`config.mk`:
```
export PLATFORM = sky130hd
export DESIGN_NAME = vec_issue_ctrl
export DESIGN_NICKNAME = d
export VERILOG_FILES = /design/src/rtl/vec_issue_ctrl.sv
export SDC_FILE = /design/constraint.sdc
export NUM_CORES = 1
export LEC_CHECK = 0
export ABC_AREA = 1
export CAP_MARGIN = 15
export CORE_MARGIN = 10
export CORE_UTILIZATION = 45
export CTS_CLUSTER_SIZE = 24
export DETAILED_ROUTE_END_ITERATION = 7
export PLACE_DENSITY_LB_ADDON = 0.15
export SYNTH_ARGS = -nofsm -noshare
export SYNTH_HDL_FRONTEND = slang
export SYNTH_SLANG_ARGS = --single-unit
```
`constraint.sdc`:
```
create_clock -name clk_i -period 3.1 [get_ports clk_i]
set_input_delay 0.31 -clock clk_i [delete_from_list [all_inputs] [get_ports clk_i]]
set_output_delay 0.31 -clock clk_i [all_outputs]
set_load 0.02 [all_outputs]
```
`src/rtl/vec_issue_ctrl.sv`:
```
// Vector issue stage: instruction FIFO feeding a single active op that is broadcast to all lanes,
// with start pulse, sticky per-lane done collection, and a watchdog that forces an error retire.
module vec_issue_ctrl #(
    parameter int lanes_p    = 4,
    parameter int els_p      = 8,
    parameter int vdw_p      = 8,
    parameter int op_width_p = 4,
    parameter int fifo_els_p = 2,
    parameter int timeout_p  = 255,
    localparam int addr_w_lp  = (els_p > 1) ? $clog2(els_p) : 1,
    localparam int timer_w_lp = (timeout_p > 0) ? $clog2(timeout_p + 1) : 1
) (
    input  logic                     clk_i,
    input  logic                     reset_i,
    input  logic                     v_i,
    output logic                     ready_o,
    input  logic [op_width_p-1:0]    op_i,
    input  logic [addr_w_lp-1:0]     rs1_i,
    input  logic [addr_w_lp-1:0]     rs2_i,
    input  logic [addr_w_lp-1:0]     rd_i,
    input  logic [vdw_p-1:0]         scalar_i,
    input  logic [lanes_p*vdw_p-1:0] w_data_i,
    output logic [op_width_p-1:0]    op_o,
    output logic                     start_o,
    output logic [vdw_p-1:0]         scalar_o,
    output logic [lanes_p*vdw_p-1:0] w_data_o,
    output logic [addr_w_lp-1:0]     rs1_o,
    output logic [addr_w_lp-1:0]     rs2_o,
    output logic [addr_w_lp-1:0]     rd_o,
    input  logic [lanes_p-1:0]       done_i,
    output logic                     busy_o,
    output logic                     done_v_o,
    output logic                     err_o,
    output logic [1:0]               state_o
);

    // Handshake: an instruction is accepted on a cycle where v_i && ready_o; ready_o depends only on
    // FIFO occupancy. The FIFO head stays resident until its op retires.
    localparam int ptr_w_lp = (fifo_els_p > 1) ? $clog2(fifo_els_p) : 1;
    localparam int cnt_w_lp = $clog2(fifo_els_p + 1);

    typedef struct packed {
        logic [op_width_p-1:0]    op;
        logic [addr_w_lp-1:0]     rs1;
        logic [addr_w_lp-1:0]     rs2;
        logic [addr_w_lp-1:0]     rd;
        logic [vdw_p-1:0]         scalar;
        logic [lanes_p*vdw_p-1:0] w_data;
    } instr_t;

    typedef enum logic [1:0] {IDLE, ISSUE, WAIT, RETIRE} state_e;

    state_e                state_r, state_n;
    instr_t                mem_r [fifo_els_p];
    instr_t                active_r;
    logic [ptr_w_lp-1:0]   wr_ptr_r, rd_ptr_r;
    logic [cnt_w_lp-1:0]   count_r;
    logic [lanes_p-1:0]    sticky_r;
    logic [timer_w_lp-1:0] timer_r;
    logic                  err_r;
    logic                  full, empty, push, pop, all_done, timeout_hit;

    assign full        = (count_r == cnt_w_lp'(fifo_els_p));
    assign empty       = (count_r == '0);
    assign push        = v_i & ~full;
    assign pop         = (state_r == RETIRE);
    assign all_done    = &(sticky_r | done_i);
    assign timeout_hit = (timer_r == timer_w_lp'(timeout_p));

    always_ff @(posedge clk_i) begin
        if (push) mem_r[wr_ptr_r] <= instr_t'{op_i, rs1_i, rs2_i, rd_i, scalar_i, w_data_i};
    end

    always_ff @(posedge clk_i or posedge reset_i) begin
        if (reset_i) begin
            wr_ptr_r <= '0;
            rd_ptr_r <= '0;
            count_r  <= '0;
        end else begin
            if (push) wr_ptr_r <= (wr_ptr_r == ptr_w_lp'(fifo_els_p - 1)) ? '0 : wr_ptr_r + ptr_w_lp'(1);
            if (pop)  rd_ptr_r <= (rd_ptr_r == ptr_w_lp'(fifo_els_p - 1)) ? '0 : rd_ptr_r + ptr_w_lp'(1);
            case ({push, pop})
                2'b10:   count_r <= count_r + cnt_w_lp'(1);
                2'b01:   count_r <= count_r - cnt_w_lp'(1);
                default: count_r <= count_r;
            endcase
        end
    end

    always_ff @(posedge clk_i or posedge reset_i) begin
        if (reset_i) begin
            state_r  <= IDLE;
            active_r <= '0;
            sticky_r <= '0;
            timer_r  <= '0;
            err_r    <= 1'b0;
        end else begin
            state_r <= state_n;
            if (state_r == IDLE && !empty) active_r <= mem_r[rd_ptr_r];
            if (state_r == ISSUE) begin
                sticky_r <= '0;
                timer_r  <= '0;
            end
            // err_r keeps the value from the final WAIT cycle, which decides the retire reason.
            if (state_r == WAIT) begin
                sticky_r <= sticky_r | done_i;
                timer_r  <= timer_r + timer_w_lp'(1);
                err_r    <= ~all_done;
            end
        end
    end

    always_comb begin
        state_n  = state_r;
        start_o  = 1'b0;
        done_v_o = 1'b0;
        err_o    = 1'b0;
        case (state_r)
            IDLE:   if (!empty) state_n = ISSUE;
            ISSUE: begin
                start_o = 1'b1;
                state_n = WAIT;
            end
            WAIT:   if (all_done || timeout_hit) state_n = RETIRE;
            RETIRE: begin
                done_v_o = 1'b1;
                err_o    = err_r;
                state_n  = IDLE;
            end
            default: state_n = IDLE;
        endcase
    end

    assign ready_o  = ~full;
    assign busy_o   = (state_r != IDLE);
    assign state_o  = state_r;
    assign op_o     = active_r.op;
    assign rs1_o    = active_r.rs1;
    assign rs2_o    = active_r.rs2;
    assign rd_o     = active_r.rd;
    assign scalar_o = active_r.scalar;
    assign w_data_o = active_r.w_data;

endmodule

```
==> results of run 1 <==
[Yosys cell counts, drive strengths merged]
library cell	instances
edfxtp	106
dfrtp	72
nor2	70
a21oi	67
mux2i	53
nand2	27
buf	18
inv	14
ha	6
nand3	6
nor3	4
o21ai	4
xor2	2
mux2	1
or2	1
xnor2	1
[stage by stage]
stage | instances | utilization (%)
floorplan | 452 | -
global placement | 743 | 55.5
detailed placement | 743 | 55.5
CTS | 775 | 59.4
global route | 775 | 59.4
finish | 775 | 59.4
[state kept, by name (all words and copies together) (netlist names)]
| register | cells |
|---|---|
| mem_r | 106 |
| w_data_o | 32 |
| scalar_o | 8 |
| timer_r | 8 |
| op_o | 4 |
| sticky_r | 4 |
| rd_o | 3 |
| rs1_o | 3 |
| rs2_o | 3 |
| count_r | 2 |
| state_o | 2 |
| err_r | 1 |
| rd_ptr_r | 1 |
| wr_ptr_r | 1 |
[where the power goes]
part           total (uW)  internal (uW)  switching (uW)
Combinational        3150           1440            1710
Clock                2020           1110             908
Sequential           3880           3340             547
[metal layers]
layer | share of wire [%] | up-vias | GRT usage [%]
li1 | - | 1859 | -
met1 | 42 | 1905 | 15.8
met2 | 50 | 93 | 22.9
met3 | 6.9 | 10 | 5.11
met4 | 0.96 | 0 | 4.29
met5 | 0 | - | 0
[area by class of cell]
class | count | area share (%)
sequential | 178 | 58.3
multi-input combinational | 242 | 16.9
timing repair buffer | 125 | 15.0
clock buffer | 17 | 4.97
tap | 184 | 2.69
clock inverter | 15 | 1.56
inverter | 14 | 0.628
[cells by family (layout without fill, tap and decap cells)]
family	Yosys count	in the layout	share of synthesized area [%]
compound gates	71	71	5.59
xor+xnor	3	3	0.401
simple gates	108	108	6.41
buf+inv	32	171	2.21
fa+ha+maj	6	6	1.14
mux	54	54	8.26
flops	178	178	76.0
[worst max-delay path by stage]
stage	end	slack, ps
2_1_floorplan	mem_r[1][0]	470
3_3_place_gp	rs1_o[1]	1280
3_5_place_dp	w_data_o[0]	1190
4_1_cts	busy_o	880
5_1_grt	busy_o	820
6_report	busy_o	910
==> impl_metrics.yaml, run 1 <==
floorplanning:
  die-height_um: 141
  die_w_um: 141
  rows: 44
  ios: 120
  dieArea_sq_um: 19800
  core-area_sq_um: 14400
  initial_core_util_pct: 45.5
clocking:
  h-tree-depth: 4
  cts_tree: "built"
  hold_buffers: 0
  numCtsBuffers: 17
  clkSinkCount: 178
  post_cts_buffers: 0
  cts_resized: 0
  clk_root_buffer_cell: "clkbuf_16"
  clkTransAtPathRegs_ps: 60
  clk-insertion-delay-late_ps: 420
  clockBufferDepth: 2
finish:
  final_common_cell: "clkdlybuf4s50_1"
  multi_input_area_sq_um: 1450
  drive_gt1_share_pct: 7.45
  layout_common_cells: "clkdlybuf4s50_1, edfxtp_1, dfrtp_1, nor2_1, a21oi_1"
  num_antenna_cells: 0
  register_area_sq_um: 4990
  fin_area_sq_um: 8560
  fin_nets: 644
  fillers: 1147
  area_growth_pct: 30.5
logic_synthesis:
  yosysTopAreaCell: "edfxtp_1"
  yosysWarnings: 0
  syn_nets: 518
  synth.avg_cell_area_sq_um: 14.5
  synth_top_area_share_pct: 48.5
  synth-seq-cells: 178
  synth_area_sq_um: 6560
  seq_area_frac_synth_pct: 76.0
  syn_inst: 452
  ys_types: 19
  synthTopCellsByArea: "edfxtp_1, dfrtp_1, mux2i_1, a21oi_1, nor2_1"
timing:
  report.final.slew_viol_count: 0
  setup_viol: 0
  clock.fmax_mhz: 456
  fin_ws_ps: 907
  finalSetupTns_ps: 0
  post-route-min-period_ps: 2190
  rsz0062_at_grt: "false"
  worstMarginPinSlew_ps: 1020
  hold_viol: 0
  hold_slack_ps: 246
  finalClockSkew_ps: 8.06
  finalCritPeriodShare_pct: 70.7
  slew_headroom_pct: 31.7
worst_setup_path:
  crit_cells: 4
  critPathMaxFanout: 5
  r2r_setup_slack_ps: 1190
  crit_required_ps: 2790
  critPathMaxStageDelay_ps: 620
  cpMostUsedCell: "inv_1"
  critPathLaunch: "state_o[0]"
  critPathKind: "flop to output port"
  cp_cell_sequence: "inv_1, ha_1, inv_1, clkdlybuf4s50_1"
  path_buf_inv: 3
  r2r_cells: 7
  cp-end-kind: "output port"
  worstReg2RegEnd: "rd_o[1]"
  start_kind: "flop"
  reg2reg_from: "state_o[0]"
  crit_family: "buffers and inverters"
  slowest_stage: "clkdlybuf4s50_1"
  arrival_ps: 1880
drt:
  drtIter0Drc: 275
  wirelength_mm: 13.2
  vias_per_cell: 4.99
  routed-via-count: 3867
  drc: 0
  ant_nets: 0
  dr.pass1.iters: 4
  avgRoutedWirePerCell_um: 17.0
placement:
  dp_slack_ps: 1190
  dp_hpwl_mm: 8.64
  portBuffers: 119
  placed_cell_area_sq_um: 8000
  gp_congestion: 0.696
global_route:
  grt_pass1_vias: 4167
  grt-ovfl-total: 0
  grt_pass1_wl_mm: 21.3
  grt_usage_pct: 13.6
  grt_antenna_before_repair: 0
  grt_max_degree: 58
flow_run:
  cap_violations: 0
power:
  peakVddDrop_mv: 0.478
  power_uw: 9050
  power_leakage_uw: 0.00332
  p_per_area_nw_per_um2: 1060
hold_path:
  worst_hold_path_type: "primary input to asynchronous set/reset pin"
status:
  outcome: "completed"
Power figures use the tool's default switching activity.
==> inputs of run 2 (changes only) <==
==> constraint.sdc (replaced) <==
create_clock -name clk_i -period 2.12 [get_ports clk_i]
set_input_delay 0.212 -clock clk_i [delete_from_list [all_inputs] [get_ports clk_i]]
set_output_delay 0.212 -clock clk_i [all_outputs]
set_load 0.02 [all_outputs]
==> run 2 against run 1 <==
  * Sequential power increased by 42%
  * Sequential cell count is the same
  * Die area stayed put
  * Clock skew hardly changed
  * Core utilization grew 1.0 points
  * Via count decreased by 0.59%
  * Wire length is 2.7% higher
  * Sequential share of layout area is 0.99 points lower
  * Non-clock buffer count increased by 3
  * Global-route usage up 0.40 points
  * Combinational power is 53% higher
  * First-iteration DRC count shrank 18%
  * Largest cell class unchanged
  * Largest power group unchanged
==> impl_metrics.yaml, run 2 (synthesis results as in run 1) <==
floorplanning:
  initial_core_util_pct: 45.5
  die_w_um: 141
  dieArea_sq_um: 19800
  core-area_sq_um: 14400
  die-height_um: 141
  rows: 44
  ios: 120
finish:
  fin_nets: 647
  fillers: 1096
  final_common_cell: "clkdlybuf4s50_1"
  largest_reg_flops: 106
  num_antenna_cells: 0
  area_growth_pct: 32.8
  fin_cells: 778
  regMostFlops: "mem_r"
  drive_gt1_share_pct: 8.08
  layout_common_cells: "clkdlybuf4s50_1, edfxtp_1, dfrtp_1, nor2_1, a21oi_1"
global_route:
  global_route.usage.met1_pct: 16.4
  met2_usage_pct: 23.3
  grt.busiest_layer: "met2"
  grt_max_degree: 107
  grt_antenna_before_repair: 0
  grt-ovfl-total: 0
  met3_usage_pct: 5.37
  grt_pass1_wl_mm: 21.7
  grt_usage_pct: 14.0
  grt_pass1_vias: 4178
worst_setup_path:
  cp-end-kind: "output port"
  critPathMaxFanout: 5
  path_buf_inv: 1
  slowest_stage: "clkdlybuf4s50_1"
  reg2reg_from: "state_o[0]"
  r2r_setup_slack_ps: 300
  critPathKind: "flop to output port"
  critPathMaxStageDelay_ps: 640
  cp_cell_sequence: "ha_1, clkdlybuf4s50_1"
  r2r_cells: 8
  start_kind: "flop"
  crit_family: "buffers and inverters"
  crit_required_ps: 1910
  worstReg2RegEnd: "timer_r[7]"
  arrival_ps: 1760
drt:
  wirelength_mm: 13.5
  routed-via-count: 3844
  avgRoutedWirePerCell_um: 17.4
  vias_per_cell: 4.94
  drtIter0Drc: 225
  ant_nets: 0
  dr.pass1.iters: 4
  drc: 0
power:
  p_per_area_nw_per_um2: 1580
  peakVddDrop_mv: 0.798
  power_leakage_uw: 0.00341
  power_uw: 13700
timing:
  setup_viol: 0
  finalSetupTns_ps: 0
  worstMarginPinSlew_ps: 496
  rsz0062_at_grt: "false"
  report.final.slew_viol_count: 0
  hold_viol: 0
  finalClockSkew_ps: 8.09
  finalCritPeriodShare_pct: 93.0
  clock.fmax_mhz: 507
  post-route-min-period_ps: 1970
  slew_headroom_pct: 66.9
  fin_ws_ps: 149
clocking:
  hold_buffers: 0
  clockBufferDepth: 2
  clk_root_buffer_cell: "clkbuf_16"
  clkSinkCount: 178
  numCtsBuffers: 17
  clkTransAtPathRegs_ps: 60
  cts_tree: "built"
  clk-insertion-delay-late_ps: 420
  h-tree-depth: 4
placement:
  dp_hpwl_mm: 8.86
  post-place-cells: 746
  dp_slack_ps: 310
  portBuffers: 119
  gp_congestion: 0.788
status:
  outcome: "completed"
hold_path:
  worst_hold_path_type: "primary input to asynchronous set/reset pin"
flow_run:
  cap_violations: 0
run 2: cell types whose count changed in the layout (fill, tap and decap cells not counted), sizes merged:
| cell | previous run | this run |
|---|---|---|
| bufinv | 1 | 5 |
| buf | 6 | 9 |
| clkbuf | 17 | 19 |
| clkdlybuf4s50 | 119 | 117 |
| clkinv | 8 | 6 |
| clkinvlp | 3 | 1 |
| inv | 17 | 15 |
| dlygate4sd2 | 0 | 1 |
| dlymetal6s2s | 0 | 1 |
run 2: worst max-delay path by stage:
stage / slack (ps) / end / cells after the start / start
2_1_floorplan: -510 / mem_r[1][0] / 4 / count_r[0]
3_3_place_gp: 390 / mem_r[0][35] / 4 / v_i
3_5_place_dp: 310 / timer_r[7] / 8 / state_o[0]
4_1_cts: 50 / err_o / 4 / state_o[0]
5_1_grt: 40 / timer_r[7] / 8 / state_o[0]
6_report: 150 / done_v_o / 2 / state_o[0]
run 2: metrics by stage:
step                area, sq um  utilization [%]  hold slack (ps)
floorplan                  6570                -              311
global placement           8050             55.8              466
detailed placement         8050             55.8              501
CTS                        8710             60.4             51.3
global route               8710             60.4             72.4
finish                     8710             60.4             52.6
run 2: what timing repair did:
item	CTS	global route
endpoints found under the setup margin	1	1
resized for setup	1	1
buffers inserted	0	0
run 2: cell type report:
class / instances / area, sq um / share of cell area (%)
Timing Repair Buffer: 128 / 1340 / 15.3
Clock inverter: 13 / 204 / 2.34
Inverter: 14 / 53.8 / 0.618
Multi-Input combinational cell: 242 / 1450 / 16.6
Clock buffer: 19 / 454 / 5.21
Tap cell: 184 / 230 / 2.64
Sequential cell: 178 / 4990 / 57.3
run 2: layer usage:
layer | wire length (um) | vias up
met5 | 0 | -
met4 | 142 | 0
met3 | 801 | 14
met2 | 6810 | 99
met1 | 5770 | 1870
li1 | - | 1861
run 2: power by group:
part,switching [uW],total [uW],internal (uW)
registers,623,5500,4880
logic,2690,4810,2120
clock network,1270,3430,2160
total,4590,13700,9160
